### src/rtl/controller_sequencer.sv
// Microsequencer producing the 4-bit control state for the controller ROM:
// fetch, opcode dispatch, memory wait states with timeout abort, retirement count.
module controller_sequencer #(
    parameter int unsigned MEM_TIMEOUT = 15,
    parameter int unsigned CNT_W       = 16
) (
    input  logic             i_clk,
    input  logic             i_rst_n,
    input  logic             i_start,
    input  logic             i_mem_ready,
    input  logic [1:0]       i_opcode,
    input  logic             i_br_cond,
    output logic [3:0]       o_state,
    output logic             o_busy,
    output logic             o_instr_done,
    output logic [CNT_W-1:0] o_instr_count,
    output logic             o_timeout_err
);

    // Encoding is fixed by the controller ROM contents.
    typedef enum logic [3:0] {
        StRes = 4'h0, StIf0 = 4'h1, StIf1 = 4'h2, StIf2 = 4'h3,
        StIf3 = 4'h4, StOd  = 4'h5, StLd0 = 4'h6, StLd1 = 4'h7,
        StLd2 = 4'h8, StSt0 = 4'h9, StSt1 = 4'hA, StAd0 = 4'hB,
        StAd1 = 4'hC, StAd2 = 4'hD, StBr0 = 4'hE, StBr1 = 4'hF
    } state_e;

    localparam logic [7:0] WaitLast = 8'(MEM_TIMEOUT - 1);

    state_e           r_state;
    state_e           w_state_nxt;
    logic [7:0]       r_wait_cnt;
    logic [7:0]       w_wait_cnt_nxt;
    logic             r_instr_done;
    logic [CNT_W-1:0] r_instr_count;
    logic             r_timeout_err;
    logic             w_retire;
    logic             w_timeout;
    logic             w_is_wait;

    always_comb begin
        w_state_nxt = r_state;
        w_retire    = 1'b0;
        w_timeout   = 1'b0;
        w_is_wait   = 1'b0;
        case (r_state)
            StRes: if (i_start) w_state_nxt = StIf0;
            StIf0: w_state_nxt = StIf1;
            StIf1: begin
                w_is_wait = 1'b1;
                if (i_mem_ready) w_state_nxt = StIf2;
            end
            StIf2: w_state_nxt = StIf3;
            StIf3: w_state_nxt = StOd;
            StOd: begin
                case (i_opcode)
                    2'b00:   w_state_nxt = StLd0;
                    2'b01:   w_state_nxt = StSt0;
                    2'b10:   w_state_nxt = StAd0;
                    default: w_state_nxt = StBr0;
                endcase
            end
            StLd0: w_state_nxt = StLd1;
            StLd1: begin
                w_is_wait = 1'b1;
                if (i_mem_ready) w_state_nxt = StLd2;
            end
            StLd2: begin
                w_state_nxt = StIf0;
                w_retire    = 1'b1;
            end
            StSt0: w_state_nxt = StSt1;
            StSt1: begin
                w_is_wait = 1'b1;
                if (i_mem_ready) begin
                    w_state_nxt = StIf0;
                    w_retire    = 1'b1;
                end
            end
            StAd0: w_state_nxt = StAd1;
            StAd1: begin
                w_is_wait = 1'b1;
                if (i_mem_ready) w_state_nxt = StAd2;
            end
            StAd2: begin
                w_state_nxt = StIf0;
                w_retire    = 1'b1;
            end
            StBr0: begin
                if (i_br_cond) begin
                    w_state_nxt = StBr1;
                end else begin
                    w_state_nxt = StIf0;
                    w_retire    = 1'b1;
                end
            end
            StBr1: begin
                w_state_nxt = StIf0;
                w_retire    = 1'b1;
            end
            default: w_state_nxt = StRes;
        endcase

        // mem_ready on the last allowed cycle still wins over the abort.
        if (w_is_wait && !i_mem_ready && (r_wait_cnt == WaitLast)) begin
            w_state_nxt = StRes;
            w_timeout   = 1'b1;
        end

        w_wait_cnt_nxt = (w_is_wait && !i_mem_ready) ? r_wait_cnt + 8'd1 : 8'd0;
    end

    always_ff @(posedge i_clk) begin
        if (!i_rst_n) begin
            r_state       <= StRes;
            r_wait_cnt    <= 8'd0;
            r_instr_done  <= 1'b0;
            r_instr_count <= '0;
            r_timeout_err <= 1'b0;
        end else begin
            r_state      <= w_state_nxt;
            r_wait_cnt   <= w_wait_cnt_nxt;
            r_instr_done <= w_retire;
            if (w_retire) r_instr_count <= r_instr_count + CNT_W'(1);
            if (r_state == StRes && i_start) begin
                r_timeout_err <= 1'b0;
            end else if (w_timeout) begin
                r_timeout_err <= 1'b1;
            end
        end
    end

    assign o_state       = r_state;
    assign o_busy        = (r_state != StRes);
    assign o_instr_done  = r_instr_done;
    assign o_instr_count = r_instr_count;
    assign o_timeout_err = r_timeout_err;

endmodule

### config.mk
export PLATFORM = sky130hd
export DESIGN_NAME = controller_sequencer
export DESIGN_NICKNAME = d
export VERILOG_FILES = /design/src/rtl/controller_sequencer.sv
export SDC_FILE = /design/constraint.sdc
export NUM_CORES = 1
export LEC_CHECK = 0
export ABC_CLOCK_PERIOD_IN_PS = 3400
export BUFFER_PORTS_ARGS = -buffer_cell sky130_fd_sc_hd__buf_2
export CAP_MARGIN = 30
export CORE_MARGIN = 3
export CORE_UTILIZATION = 50
export CTS_BUF_LIST = sky130_fd_sc_hd__clkbuf_16
export DETAILED_ROUTE_END_ITERATION = 10
export PLACE_DENSITY = 0.71
export SYNTH_ARGS = -nofsm -noshare
export SYNTH_HDL_FRONTEND = slang
export SYNTH_SLANG_ARGS = --single-unit
### constraint.sdc
create_clock -name i_clk -period 3.4 [get_ports i_clk]
set_input_delay 0.85 -clock i_clk [delete_from_list [all_inputs] [get_ports i_clk]]
set_output_delay 0.85 -clock i_clk [all_outputs]
set_load 0.01 [all_outputs]
==> results.json, run 1 <==
{
  "hold_buffers": 0,
  "initial_core_util": 0.548,
  "gr-usage-all-layers": 0.192,
  "synth_area_per_cell_sq_um": 8.77,
  "dieArea_sq_um": 3870,
  "drive_gt1_frac": 0.204,
  "via_per_inst": 5.40,
  "wirelength_mm": 3.39,
  "core_area_sq_um": 2880,
  "nFillCells": 262,
  "nets": 223,
  "detail_route.wl_per_cell_um": 13.4,
  "layout_setup_ws_ps": 1140,
  "busiest_layer": "met2",
  "antenna_found_initial": 0,
  "synth_area_leaders": "dfxtp_1 38%, xnor2_1 7.2%, nor2_1 6.7%",
  "rsz0062_at_grt": "no",
  "synth_warnings": 0,
  "drt_first_pass_iters": 4,
  "grt_max_degree": 19,
  "grt.overflow.total": 0,
  "start_kind": "flop",
  "layout_commonest_cell": "dfxtp_1",
  "crit_path_max_fanout": 15,
  "dpl_worst_slack_ps": 1060,
  "period_share": 0.664,
  "relSlewSlack": 0.608,
  "drtIter0Drc": 79,
  "power_density_nw_per_um2": 479,
  "max_freq_ghz": 0.443,
  "yosysUniqueCellTypes": 43,
  "remaining_drc_errors": 0,
  "vias": 1365,
  "multi_input_area_sq_um": 891,
  "r2r_start": "o_state[1]$_SDFFE_PP0P_",
  "clock_sinks": 30,
  "status": "finished clean",
  "syn_area_sq_um": 1580,
  "row_count": 19,
  "h-tree-depth": 2,
  "cts_resized": 0,
  "cts_tree": "yes",
  "area_delta_synth_final_pct": 19.0,
  "power_mw": 0.900,
  "cts_setup_buffers": 0,
  "synth-main-ff-cell": "dfxtp_1",
  "grt_pass1_vias": 1310,
  "use_met2": 0.324,
  "finalSetupViolCount": 0,
  "antenna-diode-count": 0,
  "hpwlAfterDp_mm": 2.44,
  "critical_path_arrival_ps": 1410,
  "synth_top_cell_by_area": "dfxtp_1",
  "io_pins": 30,
  "r2r_slack_ps": 1460,
  "hold-path-endpoint": "o_instr_count[15]$_SDFFE_PN0P_",
  "skew_ps": 2.93,
  "hold_viol_final": 0,
  "cts_buffers": 5,
  "grt_use_met1": 0.221,
  "grtUsageMet3": 0.0523,
  "synth_top_area_frac": 0.381,
  "min_period_ps": 2260,
  "tightest_slew_ps": 589,
  "rr_endpoint": "o_instr_count[9]$_SDFFE_PN0P_",
  "ff2ff_path_depth": 5,
  "clk_pin_slew_ps": 40,
  "clock_path_buffers": 2,
  "antenna_left": 0,
  "required_ps": 2550,
  "synth_cells": 180,
  "cts_root_buf": "clkbuf_16",
  "path_class": "reg2out",
  "min_path_cells": 2,
  "dieHeight_um": 62.2,
  "leakagePower_nw": 0.765,
  "clk_latency_ps": 270,
  "fin_setup_tns_ps": 0,
  "hp-class": "reg2reg",
  "globalplace.congestion": 0.867,
  "synth-seq-area-share": 0.381,
  "die_x_um": 62.2,
  "regArea_sq_um": 601,
  "syn-num-nets": 192,
  "min-delay-start": "o_instr_count[15]$_SDFFE_PN0P_",
  "synth-edff-count": 0,
  "ys_ff_latch": 30,
  "port_buffers": 29,
  "ir_worst_vdd_uv": 403,
  "drv_cap": 0,
  "most-common-layout-cells": "30 x dfxtp_1, 29 x buf_2, 28 x nor2_1",
  "maxSlewViolCount": 0,
  "cp-end-kind": "primary output",
  "synthArstFlopShare": 0,
  "grt_pass1_wl_mm": 5.94
}
-- state kept, by name (all words and copies together) (netlist names) --
signal	cells
o_timeout_err	1
r_wait_cnt	8
o_instr_count	16
o_state	4
o_instr_done	1
-- metal layers --
metal  vias to the layer above  routed length, um
met4                         0                 70
li1                        690                  -
met1                       641               1510
met2                        27               1670
met3                         7                136
met5                         -                  0
-- cell families (layout without fill, tap and decap cells) --
family                   count (synthesis)  count (layout)  share of synthesized area
multiplexers                             4               4                     0.0254
AO/OA/AOI/OAI                           34              34                      0.181
adder cells (fa/ha/maj)                  5               5                     0.0397
flip-flops                              30              30                      0.381
buffers and inverters                   20              51                     0.0547
AND/OR/NAND/NOR                         69              69                      0.219
XOR/XNOR                                18              18                     0.0999
-- how the worst max path moves through the flow --
stage | cells past startpoint | start | slack (ps) | to
floorplan | 2 | o_state[0]$_SDFFE_PP0P_ | 1450 | o_busy
global placement | 6 | i_mem_ready | 1100 | o_instr_count[9]$_SDFFE_PN0P_
detailed placement | 6 | i_mem_ready | 1060 | o_instr_count[9]$_SDFFE_PN0P_
CTS | 2 | o_state[0]$_SDFFE_PP0P_ | 1150 | o_busy
global route | 2 | o_state[0]$_SDFFE_PP0P_ | 1080 | o_busy
finish | 2 | o_state[0]$_SDFFE_PP0P_ | 1140 | o_busy
-- critical path: stages (launching register included) --
cell and delay [ps]:
dfxtp_1 440, or4_1 540, buf_2 160
-- through the flow --
stage / instances / utilization / area (sq um) / hold WS, ps
2_1_floorplan: 180 / - / 1580 / 441
3_3_place_gp: 246 / 0.607 / 1750 / 459
3_5_place_dp: 246 / 0.607 / 1750 / 476
4_1_cts: 253 / 0.653 / 1880 / 482
5_1_grt: 253 / 0.653 / 1880 / 490
6_report: 253 / 0.653 / 1880 / 481
-- report_power, final --
group,internal (mW),switching (mW),leakage [nW]
Combinational,0.0463,0.0740,0.451
Clock,0.259,0.132,0.0723
Sequential,0.361,0.0273,0.242
Total,0.667,0.233,0.765
-- area by class of cell --
type,count,area share
multi-input combinational,130,0.474
sequential,30,0.320
timing repair buffer,29,0.0773
clock buffer,5,0.0666
inverter,15,0.0300
tap,42,0.0280
clock inverter,2,0.00400
-- cell usage after synthesis, types with 2 or more instances --
cell       count
a2111oi_4      2
a211oi_1       9
a21o_1         2
a21oi_1        3
a31oi_1        2
and3_1         2
and4_1         2
clkbuf_1       3
dfxtp_1       30
ha_1           5
inv_1         14
mux2i_1        4
nand2_1       11
nand2b_1       2
nand3_1        6
nand4_1        4
nor2_1        28
nor3_1         2
nor4_1         2
o21ai_0        7
or4_1          2
xnor2_1       13
xor2_1         5
(Power assumes the default switching activity.)
==> inputs of run 2 (changes only) <==
--- a/config.mk
+++ b/config.mk
@@ -5,7 +5,7 @@
 export SDC_FILE = /design/constraint.sdc
 export NUM_CORES = 1
 export LEC_CHECK = 0
-export ABC_CLOCK_PERIOD_IN_PS = 3400
+export ABC_CLOCK_PERIOD_IN_PS = 2300
 export BUFFER_PORTS_ARGS = -buffer_cell sky130_fd_sc_hd__buf_2
 export CAP_MARGIN = 30
 export CORE_MARGIN = 3
==> constraint.sdc (replaced) <==
create_clock -name i_clk -period 2.3 [get_ports i_clk]
set_input_delay 0.575 -clock i_clk [delete_from_list [all_inputs] [get_ports i_clk]]
set_output_delay 0.575 -clock i_clk [all_outputs]
set_load 0.01 [all_outputs]
==> results.json, run 2 (synthesized netlist as in run 1, its figures left out) <==
{
  "clk_pin_slew_ps": 50,
  "row_count": 19,
  "cts_root_buf": "clkbuf_16",
  "cts_setup_buffers": 0,
  "dr_wl_met3_um": 150,
  "h-tree-depth": 2,
  "fin_setup_tns_ps": 0,
  "cts_resized": 0,
  "hpwlAfterDp_mm": 2.49,
  "fin_area_sq_um": 1900,
  "tightest_slew_ps": 608,
  "min_period_ps": 2000,
  "antenna_found_initial": 0,
  "relSlewSlack": 0.594,
  "layout_commonest_cell": "dfxtp_1",
  "start_kind": "flop",
  "grt.overflow.total": 0,
  "port_buffers": 29,
  "wirelength_mm": 3.30,
  "power_density_nw_per_um2": 719,
  "drt_first_pass_iters": 4,
  "period_share": 0.869,
  "globalplace.congestion": 0.874,
  "crit_path_max_fanout": 15,
  "remaining_drc_errors": 0,
  "via_per_inst": 5.28,
  "status": "finished clean",
  "detail_route.wl_per_cell_um": 12.9,
  "gr-usage-all-layers": 0.184,
  "vias": 1351,
  "most-common-layout-cells": "30 x dfxtp_1, 29 x buf_2, 28 x nor2_1",
  "dpl_cell_area_sq_um": 1760,
  "rsz0062_at_grt": "no",
  "nets": 225,
  "grt_pass1_wl_mm": 5.62,
  "clock_sinks": 30,
  "max_freq_ghz": 0.500,
  "layout_setup_ws_ps": 300,
  "top_layer_used": "met4",
  "skew_ps": 5.89,
  "core_area_sq_um": 2880,
  "antenna-diode-count": 0,
  "cts_buffers": 5,
  "die_x_um": 62.2,
  "critical_path_arrival_ps": 1420,
  "hold_viol_final": 0,
  "hp-class": "reg2reg",
  "maxSlewViolCount": 0,
  "path_class": "reg2out",
  "drv_cap": 0,
  "grt_pass1_vias": 1241,
  "area_delta_synth_final_pct": 20.3,
  "ff2ff_path_depth": 6,
  "fin_hold_ws_ps": 480,
  "drive_gt1_frac": 0.215,
  "antenna_left": 0,
  "r2r_slack_ps": 470,
  "leakagePower_nw": 0.775,
  "cp-end-kind": "primary output",
  "clock_path_buffers": 2,
  "dieArea_sq_um": 3870,
  "required_ps": 1730,
  "io_pins": 30,
  "wl_met1_mm": 1.46,
  "largest_reg_flops": 16,
  "dieHeight_um": 62.2,
  "wl_met2_mm": 1.62,
  "min_path_cells": 1,
  "ir_worst_vdd_uv": 524,
  "grt_max_degree": 17,
  "dpl_worst_slack_ps": 302,
  "cts_tree": "yes",
  "initial_core_util": 0.548,
  "hold_buffers": 0,
  "clk_latency_ps": 270,
  "finalSetupViolCount": 0,
  "drtIter0Drc": 56
}
==> run 2: stage by stage <==
step / utilization / total power, mW / cells
global placement: 0.612 / 0.770 / 248
floorplan: - / 0.722 / 180
global route: 0.660 / 1.43 / 256
CTS: 0.660 / 1.37 / 256
detailed placement: 0.612 / 0.775 / 248
finish: 0.660 / 1.36 / 256
==> run 2: final cells by class <==
| type | count | area (sq um) |
|---|---|---|
| Fill cell | 247 | 978 |
| Timing Repair Buffer | 31 | 160 |
| Tap cell | 42 | 52.6 |
| Clock inverter | 3 | 12.5 |
| Multi-Input combinational cell | 130 | 891 |
| Sequential cell | 30 | 601 |
| Inverter | 15 | 56.3 |
| Clock buffer | 5 | 125 |
==> run 2: path summary, 6_finish.rpt <==
path / start / to
hold reg to reg: r_wait_cnt[0]$_SDFF_PN0_ / r_wait_cnt[0]$_SDFF_PN0_
hold / removal: r_wait_cnt[0]$_SDFF_PN0_ / r_wait_cnt[0]$_SDFF_PN0_
setup reg to reg: o_state[0]$_SDFFE_PP0P_ / o_instr_count[14]$_SDFFE_PN0P_
setup / recovery: o_state[0]$_SDFFE_PP0P_ / o_busy
==> run 2: power breakdown <==
part	switching [mW]	total (mW)	internal (mW)
Sequential	0.0331	0.567	0.534
Clock	0.210	0.598	0.389
Combinational	0.117	0.199	0.0816
Total	0.360	1.36	1.00
==> run 2: routing by layer <==
layer | global-route usage | up-vias
met5 | 0 | -
met4 | 0.0663 | 0
met3 | 0.0865 | 7
li1 | - | 698
met2 | 0.301 | 23
met1 | 0.210 | 623
==> run 2: critical path: stages, from the launching register on <==
cell and delay [ps]:
dfxtp_1 450, or4_1 540, buf_2 160
==> inputs of run 3 (changes only) <==
--- a/config.mk
+++ b/config.mk
@@ -5,14 +5,15 @@
 export SDC_FILE = /design/constraint.sdc
 export NUM_CORES = 1
 export LEC_CHECK = 0
+export ABC_AREA = 1
 export ABC_CLOCK_PERIOD_IN_PS = 2300
 export BUFFER_PORTS_ARGS = -buffer_cell sky130_fd_sc_hd__buf_2
 export CAP_MARGIN = 30
 export CORE_MARGIN = 3
-export CORE_UTILIZATION = 50
+export CORE_UTILIZATION = 35
 export CTS_BUF_LIST = sky130_fd_sc_hd__clkbuf_16
 export DETAILED_ROUTE_END_ITERATION = 10
-export PLACE_DENSITY = 0.71
+export PLACE_DENSITY = 0.52
 export SYNTH_ARGS = -nofsm -noshare
 export SYNTH_HDL_FRONTEND = slang
 export SYNTH_SLANG_ARGS = --single-unit
==> results.json, run 3 <==
{
  "regArea_sq_um": 601,
  "critical_path_arrival_ps": 1360,
  "antenna_left": 0,
  "required_ps": 1730,
  "start_kind": "flop",
  "crit_path_max_fanout": 9,
  "crit_family": "flip-flops",
  "cpPeakStageDelay_ps": 530,
  "dp_cells": 355,
  "drt_first_pass_iters": 4,
  "hold_viol_final": 0,
  "cpMaxStageDelayCell": "dfxtp_1",
  "synth_area_leaders": "dfxtp_1 35%, nand2_1 14%, nor2_1 9.1%",
  "skew_ps": 3.51,
  "remaining_drc_errors": 0,
  "antenna_found_initial": 0,
  "synth_top_area_frac": 0.348,
  "cts_setup_buffers": 0,
  "rsz0062_at_grt": "no",
  "via_per_inst": 4.61,
  "max_freq_ghz": 0.516,
  "io_pins": 30,
  "yosysUniqueCellTypes": 29,
  "gr-usage-all-layers": 0.145,
  "port_buffers": 29,
  "relSlewSlack": 0.752,
  "synthArstFlopShare": 0,
  "drv_cap": 0,
  "maxSlewViolCount": 0,
  "synth_warnings": 0,
  "synth_top_cell_by_area": "dfxtp_1",
  "worst-path-buf-inv": 3,
  "initial_core_util": 0.379,
  "drtIter0Drc": 63,
  "synth_cells": 267,
  "synth-edff-count": 0,
  "wirelength_mm": 3.90,
  "h-tree-depth": 2,
  "area_delta_synth_final_pct": 21.8,
  "cp-end-kind": "primary output",
  "cts_tree": "yes",
  "clk_pin_slew_ps": 50,
  "layout_commonest_cell": "nand2_1",
  "yosysMostFrequentCell": "nand2_1",
  "critPathMostFrequentCell": "inv_1",
  "most-common-layout-cells": "63 x nand2_1, 42 x nor2_1, 35 x inv_1",
  "detail_route.wl_per_cell_um": 10.7,
  "syn-num-nets": 279,
  "min_period_ps": 1940,
  "clk_latency_ps": 270,
  "cts_buffers": 5,
  "cts_root_buf": "clkbuf_16",
  "dieHeight_um": 76.3,
  "status": "finished clean",
  "ir_worst_vdd_uv": 397,
  "die_x_um": 76.3,
  "clock_path_buffers": 2,
  "synth_area_per_cell_sq_um": 6.47,
  "tightest_slew_ps": 372,
  "synth-seq-area-share": 0.348,
  "grt.overflow.total": 0,
  "vias": 1675,
  "hold_buffers": 0,
  "dpl_cell_area_sq_um": 1920,
  "power_mw": 1.76,
  "cts_resized": 0,
  "synth-main-ff-cell": "dfxtp_1",
  "ys_top_cells_by_count": "63 x nand2_1, 42 x nor2_1, 35 x inv_1",
  "drive_gt1_frac": 0.168,
  "grt_pass1_vias": 1533,
  "ys_ff_latch": 30,
  "hpwlAfterDp_mm": 2.87,
  "grt_max_degree": 31,
  "stdcell_count": 363,
  "clock_sinks": 30,
  "grt_pass1_wl_mm": 6.98,
  "core_area_sq_um": 4560,
  "fin_area_sq_um": 2100,
  "finalSetupViolCount": 0,
  "leakagePower_nw": 0.954,
  "fin_setup_tns_ps": 0,
  "multi_input_area_sq_um": 941,
  "syn_area_sq_um": 1730,
  "period_share": 0.842,
  "crit_chain": "inv_1 -> nand2_1 -> nor3_2 -> inv_1 -> buf_2",
  "dieArea_sq_um": 5820,
  "antenna-diode-count": 0,
  "row_count": 24,
  "globalplace.congestion": 0.888,
  "nFillCells": 512,
  "largest_reg_flops": 16,
  "path_class": "reg2out",
  "nets": 309,
  "power_density_nw_per_um2": 835,
  "hp-class": "reg2reg"
}
==> run 3: per-stage QoR <==
| step | worst slack, ps | hold WS, ps | utilization |
|---|---|---|---|
| after floorplan | 850 | 430 | - |
| after global placement | 578 | 447 | 0.420 |
| after detailed placement | 543 | 451 | 0.420 |
| after CTS | 391 | 464 | 0.461 |
| after global routing | 291 | 494 | 0.461 |
| final | 364 | 459 | 0.461 |
==> run 3: routing by layer <==
layer | GRT usage | wire [um] | vias to the layer above
li1 | - | - | 916
met1 | 0.198 | 2090 | 734
met2 | 0.214 | 1620 | 23
met3 | 0.0485 | 157 | 2
met4 | 0.0435 | 32 | 0
met5 | 0 | 0 | -
==> run 3: worst register-to-register path, delay by kind of cell (launching register included) <==
kind	cells	cell delay (ps)
AO/OA/AOI/OAI	1	130
flip-flops	1	510
AND/OR/NAND/NOR	5	490
buffers and inverters	2	420
==> run 3: cell families (layout without fill, tap and decap cells) <==
| family | after synthesis | count (layout) | synth area share |
|---|---|---|---|
| and+or+nand+nor | 155 | 155 | 0.403 |
| buffers and inverters | 44 | 75 | 0.108 |
| AOI/OAI and AO/OA | 30 | 30 | 0.0898 |
| DFF | 30 | 30 | 0.348 |
| adders and majority gates | 5 | 5 | 0.0362 |
| xor gates and xnor gates | 3 | 3 | 0.0152 |
==> run 3: final timing paths <==
check	cells past startpoint	start	to	slack, ps
worst max-delay path	5	o_state[1]$_SDFFE_PP0P_	o_busy	360
worst min register to register	1	r_wait_cnt[0]$_SDFF_PN0_	r_wait_cnt[0]$_SDFF_PN0_	460
worst max register to register	8	o_state[2]$_SDFFE_PP0P_	o_instr_count[3]$_SDFFE_PN0P_	650
worst min-delay path	1	r_wait_cnt[0]$_SDFF_PN0_	r_wait_cnt[0]$_SDFF_PN0_	460
==> run 3: layout make-up <==
type                    count  share of cell area
clock inverters             3              0.0303
repair buffers             30              0.0725
clock buffers               5              0.0595
well taps                  65              0.0386
multi-input cells         193               0.447
inverters                  37              0.0666
flip-flops and latches     30               0.285
==> run 3: power breakdown <==
part           internal (mW)  leakage [nW]  switching [mW]  total (mW)
combinational          0.117         0.621           0.202       0.318
sequential             0.541         0.242          0.0553       0.597
clock                  0.616        0.0915           0.226       0.842
total                   1.27         0.954           0.483        1.76
